$ cat config.mk
export PLATFORM = sky130hd
export DESIGN_NAME = preif_pc_gen_flat
export DESIGN_NICKNAME = d
export VERILOG_FILES = /design/src/rtl/preif_pc_gen_pkg.sv /design/src/rtl/preif_pc_gen_if.sv /design/src/rtl/preif_req_fifo.sv /design/src/rtl/preif_pc_gen.sv /design/src/flat_wrapper.sv
export SDC_FILE = /design/constraint.sdc
export NUM_CORES = 1
export LEC_CHECK = 0
export CAP_MARGIN = 5
export CORE_MARGIN = 2
export CORE_UTILIZATION = 48
export CTS_BUF_LIST = sky130_fd_sc_hd__clkbuf_4 sky130_fd_sc_hd__clkbuf_8 sky130_fd_sc_hd__clkbuf_16
export DETAILED_ROUTE_END_ITERATION = 8
export PLACE_DENSITY = 0.83
export SLEW_MARGIN = 10
export SYNTH_ARGS = -nofsm -noshare
export SYNTH_HDL_FRONTEND = slang
export SYNTH_SLANG_ARGS = --single-unit
$ cat constraint.sdc
create_clock -name clk -period 3.6 [get_ports clk]
set_input_delay 0.72 -clock clk [delete_from_list [all_inputs] [get_ports clk]]
set_output_delay 0.72 -clock clk [all_outputs]
set_load 0.01 [all_outputs]
$ cat src/rtl/preif_pc_gen_pkg.sv
// preif_pc_gen_pkg: shared CPU fetch types and constants
package preif_pc_gen_pkg;

    localparam logic [31:0] RESET_PC_DEFAULT = 32'hBFC0_0000;
    localparam int          EPOCH_MAX_W      = 8;

    typedef enum logic {RUN, ERR} pc_state_t;

    // epoch field is sized for the widest supported tag; narrower tags are zero-extended
    typedef struct packed {
        logic [31:0]            pc;
        logic [EPOCH_MAX_W-1:0] epoch;
    } FetchQEntry_t;

endpackage

$ cat src/rtl/preif_pc_gen_if.sv
// preif_pc_gen_if: redirect, I$ request/response and status bus of the PC generator
interface preif_pc_gen_if #(parameter int NUM_REDIRECT = 4);

    logic                         hold;
    logic [NUM_REDIRECT-1:0]      redirect_valid;
    logic [NUM_REDIRECT-1:0][31:0] redirect_pc;
    logic                         bpu_valid;
    logic [31:0]                  bpu_target;
    logic                         req_valid;
    logic [31:0]                  req_pc;
    logic                         req_ready;
    logic                         resp_valid;
    logic                         fetch_valid;
    logic [31:0]                  fetch_pc;
    logic                         err_valid;
    logic [31:0]                  err_pc;
    logic                         proto_err;

    modport master (
        input  hold, redirect_valid, redirect_pc, bpu_valid, bpu_target, req_ready, resp_valid,
        output req_valid, req_pc, fetch_valid, fetch_pc, err_valid, err_pc, proto_err
    );

    modport slave (
        output hold, redirect_valid, redirect_pc, bpu_valid, bpu_target, req_ready, resp_valid,
        input  req_valid, req_pc, fetch_valid, fetch_pc, err_valid, err_pc, proto_err
    );

endinterface

$ cat src/rtl/preif_req_fifo.sv
// preif_req_fifo: outstanding fetch-request queue, head visible combinationally
module preif_req_fifo #(
    parameter int DEPTH = 4,
    parameter int WIDTH = 40,
    localparam int CNT_W = $clog2(DEPTH + 1),
    localparam int PTR_W = $clog2(DEPTH)
) (
    input  logic             clk,
    input  logic             rst,
    input  logic             push,
    input  logic [WIDTH-1:0] push_data,
    input  logic             pop,
    output logic [WIDTH-1:0] pop_data,
    output logic             full,
    output logic             empty,
    output logic [CNT_W-1:0] count
);

    logic [WIDTH-1:0] mem [DEPTH];
    logic [PTR_W-1:0] wr_ptr, rd_ptr;
    logic             do_push, do_pop;

    assign full     = count == CNT_W'(DEPTH);
    assign empty    = count == '0;
    assign do_push  = push && !full;
    assign do_pop   = pop && !empty;
    assign pop_data = mem[rd_ptr];

    always_ff @(posedge clk) begin
        if (do_push) mem[wr_ptr] <= push_data;
    end

    always_ff @(posedge clk) begin
        if (rst) begin
            wr_ptr <= '0;
            rd_ptr <= '0;
            count  <= '0;
        end else begin
            wr_ptr <= do_push ? wr_ptr + 1'b1 : wr_ptr;
            rd_ptr <= do_pop ? rd_ptr + 1'b1 : rd_ptr;
            count  <= count + CNT_W'(do_push) - CNT_W'(do_pop);
        end
    end

endmodule

$ cat src/rtl/preif_pc_gen.sv
// preif_pc_gen: next-fetch PC generation with redirect priority, epochs and response filtering
module preif_pc_gen
    import preif_pc_gen_pkg::*;
#(
    parameter int          NUM_REDIRECT = 4,
    parameter int          FETCH_WORDS  = 2,
    parameter int          QDEPTH       = 4,
    parameter logic [31:0] RESET_PC     = RESET_PC_DEFAULT,
    parameter int          EPOCH_W      = 2
) (
    input logic            clk,
    input logic            rst,
    preif_pc_gen_if.master bus
);

    localparam logic [31:0] BLK   = 32'(4 * FETCH_WORDS);
    localparam int          CNT_W = $clog2(QDEPTH + 1);

    pc_state_t          state, state_d;
    logic [31:0]        pc, pc_d, err_pc, err_pc_d, win_pc;
    logic [EPOCH_W-1:0] epoch, epoch_d;
    logic               err_valid_q, err_valid_d, proto_err, proto_err_d;
    logic               any_redirect, misaligned, fire, pop, q_full, q_empty;
    logic [CNT_W-1:0]   q_count;
    FetchQEntry_t       push_entry, head;

    assign any_redirect    = |bus.redirect_valid;
    assign misaligned      = win_pc[1:0] != 2'b00;
    assign bus.req_valid   = !rst && state == RUN && !bus.hold && !q_full && !any_redirect;
    assign bus.req_pc      = pc;
    assign fire            = bus.req_valid && bus.req_ready;
    assign pop             = bus.resp_valid && q_count != '0;
    assign push_entry      = '{pc: pc, epoch: EPOCH_MAX_W'(epoch)};
    // a same-cycle redirect only bumps the registered epoch at the edge, so this sees the old one
    assign bus.fetch_valid = !rst && pop && head.epoch == EPOCH_MAX_W'(epoch);
    assign bus.fetch_pc    = head.pc;
    assign bus.err_valid   = !rst && err_valid_q;
    assign bus.err_pc      = err_pc;
    assign bus.proto_err   = proto_err;

    preif_req_fifo #(.DEPTH(QDEPTH), .WIDTH($bits(FetchQEntry_t))) u_fifo (
        .clk      (clk),
        .rst      (rst),
        .push     (fire),
        .push_data(push_entry),
        .pop      (pop),
        .pop_data (head),
        .full     (q_full),
        .empty    (q_empty),
        .count    (q_count)
    );

    // scanning downwards lets the lowest asserted index overwrite the rest
    always_comb begin
        win_pc = '0;
        for (int i = NUM_REDIRECT - 1; i >= 0; i--)
            if (bus.redirect_valid[i]) win_pc = bus.redirect_pc[i];
    end

    always_comb begin
        state_d     = state;
        pc_d        = pc;
        epoch_d     = epoch;
        err_valid_d = 1'b0;
        err_pc_d    = err_pc;
        proto_err_d = proto_err || (bus.resp_valid && q_empty);
        if (any_redirect) begin
            state_d     = misaligned ? ERR : RUN;
            pc_d        = win_pc;
            epoch_d     = epoch + 1'b1;
            err_valid_d = misaligned;
            err_pc_d    = misaligned ? win_pc : err_pc;
        end else if (fire) begin
            pc_d = bus.bpu_valid ? bus.bpu_target : (pc & ~(BLK - 32'd1)) + BLK;
        end
    end

    always_ff @(posedge clk) begin
        if (rst) begin
            state       <= RUN;
            pc          <= RESET_PC;
            epoch       <= '0;
            err_valid_q <= 1'b0;
            err_pc      <= '0;
            proto_err   <= 1'b0;
        end else begin
            state       <= state_d;
            pc          <= pc_d;
            epoch       <= epoch_d;
            err_valid_q <= err_valid_d;
            err_pc      <= err_pc_d;
            proto_err   <= proto_err_d;
        end
    end

endmodule

$ cat src/flat_wrapper.sv
// flat-port wrapper written by rule: the top's interface ports become plain ports
module preif_pc_gen_flat import preif_pc_gen_pkg::*;
#(
    parameter int          NUM_REDIRECT = 4,
    parameter int          FETCH_WORDS  = 2,
    parameter int          QDEPTH       = 4,
    parameter logic [31:0] RESET_PC     = RESET_PC_DEFAULT,
    parameter int          EPOCH_W      = 2
)
  (clk, rst, bus_hold, bus_redirect_valid, bus_redirect_pc, bus_bpu_valid, bus_bpu_target, bus_req_ready, bus_resp_valid, bus_req_valid, bus_req_pc, bus_fetch_valid, bus_fetch_pc, bus_err_valid, bus_err_pc, bus_proto_err);
  preif_pc_gen_if #(.NUM_REDIRECT(NUM_REDIRECT)) bus_i ();
  input logic clk;
  input logic rst;
  input wire logic [$bits(bus_i.hold)-1:0] bus_hold;
  input wire logic [$bits(bus_i.redirect_valid)-1:0] bus_redirect_valid;
  input wire logic [$bits(bus_i.redirect_pc)-1:0] bus_redirect_pc;
  input wire logic [$bits(bus_i.bpu_valid)-1:0] bus_bpu_valid;
  input wire logic [$bits(bus_i.bpu_target)-1:0] bus_bpu_target;
  input wire logic [$bits(bus_i.req_ready)-1:0] bus_req_ready;
  input wire logic [$bits(bus_i.resp_valid)-1:0] bus_resp_valid;
  output wire logic [$bits(bus_i.req_valid)-1:0] bus_req_valid;
  output wire logic [$bits(bus_i.req_pc)-1:0] bus_req_pc;
  output wire logic [$bits(bus_i.fetch_valid)-1:0] bus_fetch_valid;
  output wire logic [$bits(bus_i.fetch_pc)-1:0] bus_fetch_pc;
  output wire logic [$bits(bus_i.err_valid)-1:0] bus_err_valid;
  output wire logic [$bits(bus_i.err_pc)-1:0] bus_err_pc;
  output wire logic [$bits(bus_i.proto_err)-1:0] bus_proto_err;
  assign bus_i.hold = bus_hold;
  assign bus_i.redirect_valid = bus_redirect_valid;
  assign bus_i.redirect_pc = bus_redirect_pc;
  assign bus_i.bpu_valid = bus_bpu_valid;
  assign bus_i.bpu_target = bus_bpu_target;
  assign bus_i.req_ready = bus_req_ready;
  assign bus_i.resp_valid = bus_resp_valid;
  assign bus_req_valid = bus_i.req_valid;
  assign bus_req_pc = bus_i.req_pc;
  assign bus_fetch_valid = bus_i.fetch_valid;
  assign bus_fetch_pc = bus_i.fetch_pc;
  assign bus_err_valid = bus_i.err_valid;
  assign bus_err_pc = bus_i.err_pc;
  assign bus_proto_err = bus_i.proto_err;
  preif_pc_gen #(.NUM_REDIRECT(NUM_REDIRECT), .FETCH_WORDS(FETCH_WORDS), .QDEPTH(QDEPTH), .RESET_PC(RESET_PC), .EPOCH_W(EPOCH_W)) u_core (.clk(clk), .rst(rst), .bus(bus_i));
endmodule
==> metrics.txt <==
# TYPE chip_impl_metric gauge
chip_impl_metric{name="layout.nets",unit=""} 1226
chip_impl_info{name="cts_tree",value="built"} 1
chip_impl_metric{name="cts.htree.levels",unit=""} 1
chip_impl_metric{name="path_clk_slew",unit="ns"} 0.06
chip_impl_metric{name="pwr_density_cell",unit="mW/mm²"} 498
chip_impl_metric{name="largest_net_degree_at_the_start_of_global_routing",unit=""} 69
chip_impl_metric{name="reg2regPathDepth",unit=""} 11
chip_impl_metric{name="worst-r2r-setup-slack",unit="ns"} 1.09
chip_impl_metric{name="routed_wire_length_per_instance",unit="µm"} 21.6
chip_impl_metric{name="critical_path.max_fanout",unit=""} 2
chip_impl_info{name="biggest_area_consumer_among_synthesized_cells",value="edfxtp_1"} 1
chip_impl_metric{name="crit_required",unit="ns"} 2.88
chip_impl_metric{name="ctsHoldBuffers",unit=""} 0
chip_impl_metric{name="num_rows",unit=""} 52
chip_impl_metric{name="drv_slew",unit=""} 0
chip_impl_metric{name="globalRouteTotalUtil",unit="%"} 26.5
chip_impl_metric{name="post-route-period-util",unit="%"} 93.6
chip_impl_metric{name="worst_ir_drop_vdd",unit="mV"} 0.245
chip_impl_metric{name="grt_first_pass_wirelength",unit="µm"} 43800
chip_impl_metric{name="drcViolationCount",unit=""} 0
chip_impl_metric{name="hold_viol",unit=""} 0
chip_impl_metric{name="timing.hold.worst_path_depth",unit=""} 2
chip_impl_metric{name="maxSlewHeadroom",unit="%"} 53.9
chip_impl_metric{name="cts.path.max_buffers",unit=""} 3
chip_impl_metric{name="utilization",unit="%"} 67.5
chip_impl_metric{name="cellInternalPower",unit="µW"} 5030
chip_impl_metric{name="arrival",unit="ns"} 2.65
chip_impl_info{name="end_kind",value="output pin"} 1
chip_impl_info{name="timing_worst_setup_path_type",value="in -> out"} 1
chip_impl_metric{name="max_cap_violations",unit=""} 0
chip_impl_metric{name="firstDrtPassIters",unit=""} 5
chip_impl_metric{name="ys_seq_elements",unit=""} 214
chip_impl_metric{name="syn-instance-count",unit=""} 784
chip_impl_metric{name="mapped_cell_area",unit="mm²"} 0.00973
chip_impl_metric{name="tightestPinTransition",unit="ns"} 0.686
chip_impl_metric{name="yosysWarnings",unit=""} 0
chip_impl_metric{name="drt_iter0_drc",unit=""} 513
chip_impl_info{name="yosys-top-cells-count",value="136 x edfxtp_1, 78 x dfxtp_1, 46 x nor3_1"} 1
chip_impl_metric{name="sink_count_of_the_clock_tree",unit=""} 214
chip_impl_metric{name="die_w",unit="µm"} 146
chip_impl_metric{name="comb_power_share",unit="%"} 23.2
chip_impl_metric{name="grt_pass1_vias",unit=""} 7762
chip_impl_info{name="hold_path_end",value="u_core.bus.proto_err$_SDFF_PP0_"} 1
chip_impl_metric{name="total_leakage_power",unit="µW"} 0.00465
chip_impl_info{name="ys.flop_type",value="edfxtp_1"} 1
chip_impl_metric{name="floorplan.initialDensity",unit="%"} 48.6
chip_impl_info{name="synth.top_cells.by_area",value="edfxtp_1 42%, dfxtp_1 16%, mux4_2 7.9%"} 1
chip_impl_metric{name="timing.setup.tns",unit="ns"} 0
chip_impl_metric{name="power_frac_clock",unit="%"} 34.2
chip_impl_metric{name="remaining_number_of_nets_flagged_by_the_antenna_check_after_routing",unit=""} 0
chip_impl_metric{name="switchingPower",unit="µW"} 1700
chip_impl_metric{name="io_pins",unit=""} 270
chip_impl_info{name="run_status",value="finished clean"} 1
chip_impl_metric{name="syn_to_final_growth",unit="%"} 39.0
chip_impl_metric{name="gp_congestion",unit=""} 0.971
chip_impl_metric{name="synth.net_count",unit=""} 962
chip_impl_metric{name="io_buffers",unit=""} 269
chip_impl_metric{name="setup_viol",unit=""} 0
chip_impl_metric{name="power.share.sequential",unit="%"} 42.6
chip_impl_info{name="synthMostInstantiatedCell",value="edfxtp_1"} 1
chip_impl_metric{name="core-area",unit="mm²"} 0.0200
chip_impl_info{name="beginning_of_the_worst_register_to_register_path",value="u_core.u_fifo.count[1]$_SDFF_PP0_"} 1
chip_impl_metric{name="worst_hold_check_slack",unit="ns"} 0.473
chip_impl_info{name="setup.worst_path.start_class",value="primary input"} 1
chip_impl_info{name="hold_path.class",value="reg -> reg"} 1
chip_impl_metric{name="postCtsSetupBuffers",unit=""} 0
chip_impl_metric{name="final.setup_skew",unit="ns"} 0.0128
chip_impl_metric{name="final_period_minus_worst_setup_slack",unit="ns"} 3.37
chip_impl_metric{name="synth.distinct_cells",unit=""} 61
chip_impl_metric{name="cts-resized-gates",unit=""} 0
chip_impl_metric{name="cts-buffers-inserted",unit=""} 22
chip_impl_metric{name="route.detailed.vias_per_inst",unit=""} 5.84
chip_impl_info{name="clockRootBuffer",value="clkbuf_16"} 1
chip_impl_metric{name="final.fill_count",unit=""} 1537
chip_impl_info{name="min_from",value="u_core.bus.proto_err$_SDFF_PP0_"} 1
chip_impl_metric{name="synth_largest_type_area_fraction",unit="%"} 42.0
chip_impl_metric{name="fp.dieArea",unit="mm²"} 0.0214
chip_impl_metric{name="post_route_cells_drive_above_1_share",unit="%"} 11.5
chip_impl_metric{name="vias",unit=""} 7796
chip_impl_metric{name="totalWireLength",unit="µm"} 28900
chip_impl_metric{name="worstSkewPairLatency",unit="ns"} 0.50
chip_impl_metric{name="switching_share",unit="%"} 25.2
chip_impl_metric{name="syn_avg_cell_area",unit="µm²"} 12.4
chip_impl_metric{name="synth-seq-area-share",unit="%"} 58.0
chip_impl_metric{name="synthArstFlopShare",unit="%"} 0
chip_impl_info{name="setup_repair_after_global_routing_missed_its_margin",value="false"} 1
chip_impl_metric{name="grt_overflow_total",unit=""} 0
chip_impl_metric{name="synth-edff-count",unit=""} 136
chip_impl_metric{name="detailedPlacementHpwl",unit="µm"} 21300
chip_impl_metric{name="die_y",unit="µm"} 146
chip_impl_metric{name="initial_antenna_violation_count",unit=""} 2
chip_impl_metric{name="timing.fmax",unit="MHz"} 297
chip_impl_info{name="critical_r2r_capture",value="u_core.u_fifo.count[2]$_SDFF_PP0_"} 1
==> kinds of logic after synthesis <==
kind of cell | Yosys count | share of synthesized area, %
DFF | 214 | 58.0
and+or+nand+nor | 212 | 11.8
AOI/OAI and AO/OA | 199 | 14.2
buffers and inverters | 83 | 3.78
muxes | 43 | 8.79
xor gates and xnor gates | 25 | 2.25
adders and majority gates | 8 | 1.11
==> worst max path at each step <==
stage,from,end,slack [ns],depth (start not counted)
floorplan,rst,u_core.u_fifo.count[2]$_SDFF_PP0_,0.66,12
global placement,bus_redirect_valid[2],bus_req_valid,0.23,5
detailed placement,bus_redirect_valid[2],bus_req_valid,0.23,5
CTS,bus_redirect_valid[2],bus_req_valid,0.23,5
global route,bus_redirect_valid[2],bus_req_valid,0.14,5
finish,bus_redirect_valid[2],bus_req_valid,0.23,5
==> critical path, stage by stage <==
cell             delay [ns]
clkdlybuf4s50_1        0.55
nor4_4                 0.23
nand2_1                0.11
nor4b_1                0.41
clkdlybuf4s50_1        0.63
==> sequential cells by signal, summed over array words and instances, names as in the netlist, named ones only <==
register and cells:
u_core.bus.err_pc 32, u_core.err_valid_q 1, u_core.bus.proto_err 1, u_core.u_fifo.count 3, u_core.u_fifo.rd_ptr 2, u_core.epoch 2, u_core.bus.req_pc 32, u_core.state 1
u_core.u_fifo.mem 136, u_core.u_fifo.wr_ptr 2
==> area by class of cell <==
| cell class | count | area (µm²) | area share [%] |
|---|---|---|---|
| diodes | 2 | 5.00 | 0.0370 |
| repair buffers | 302 | 2990 | 22.1 |
| clock inverters | 8 | 85.1 | 0.629 |
| well taps | 270 | 338 | 2.50 |
| flip-flops and latches | 214 | 5650 | 41.7 |
| inverters | 21 | 78.8 | 0.583 |
| multi-input cells | 487 | 3730 | 27.5 |
| clock buffers | 32 | 662 | 4.89 |
==> power by group through the flow <==
| stage | registers, µW | clock network (µW) | logic, µW |
|---|---|---|---|
| after floorplan | 2890 | 0 | 795 |
| after global placement | 2910 | 0 | 1540 |
| after detailed placement | 2920 | 0 | 1570 |
| after CTS | 2870 | 2330 | 1580 |
| after global routing | 2880 | 2430 | 1670 |
| final | 2870 | 2310 | 1560 |
==> routing by layer <==
layer  routed length [µm]  global-route usage [%]
met1                11600                    34.6
met5                    0                       0
met2                14200                    44.5
met3                 2230                    4.97
met4                  908                    9.90
==> per-stage QoR <==
step,setup WS [ns],power [µW],instance area (µm²),cells
after global placement,0.233,4460,12800,1294
after floorplan,0.662,3680,9730,784
after CTS,0.227,6780,13500,1334
after detailed placement,0.227,4490,12800,1294
final,0.229,6730,13500,1336
after global routing,0.144,6980,13500,1336
==> cell usage in the layout, fill, tap and decap left out, types with 28 or more instances in the layout <==
| cell | synthesis | routed |
|---|---|---|
| edfxtp_1 | 136 | 136 |
| nor2b_1 | 29 | 28 |
| mux4_2 | 34 | 34 |
| o21ai_0 | 30 | 30 |
| dfxtp_1 | 78 | 77 |
| buf_4 | 2 | 28 |
| clkdlybuf4s50_1 | 0 | 266 |
| nand2_1 | 44 | 44 |
| a21oi_1 | 38 | 38 |
| nor3_1 | 46 | 46 |
(Power assumes the default switching activity.)
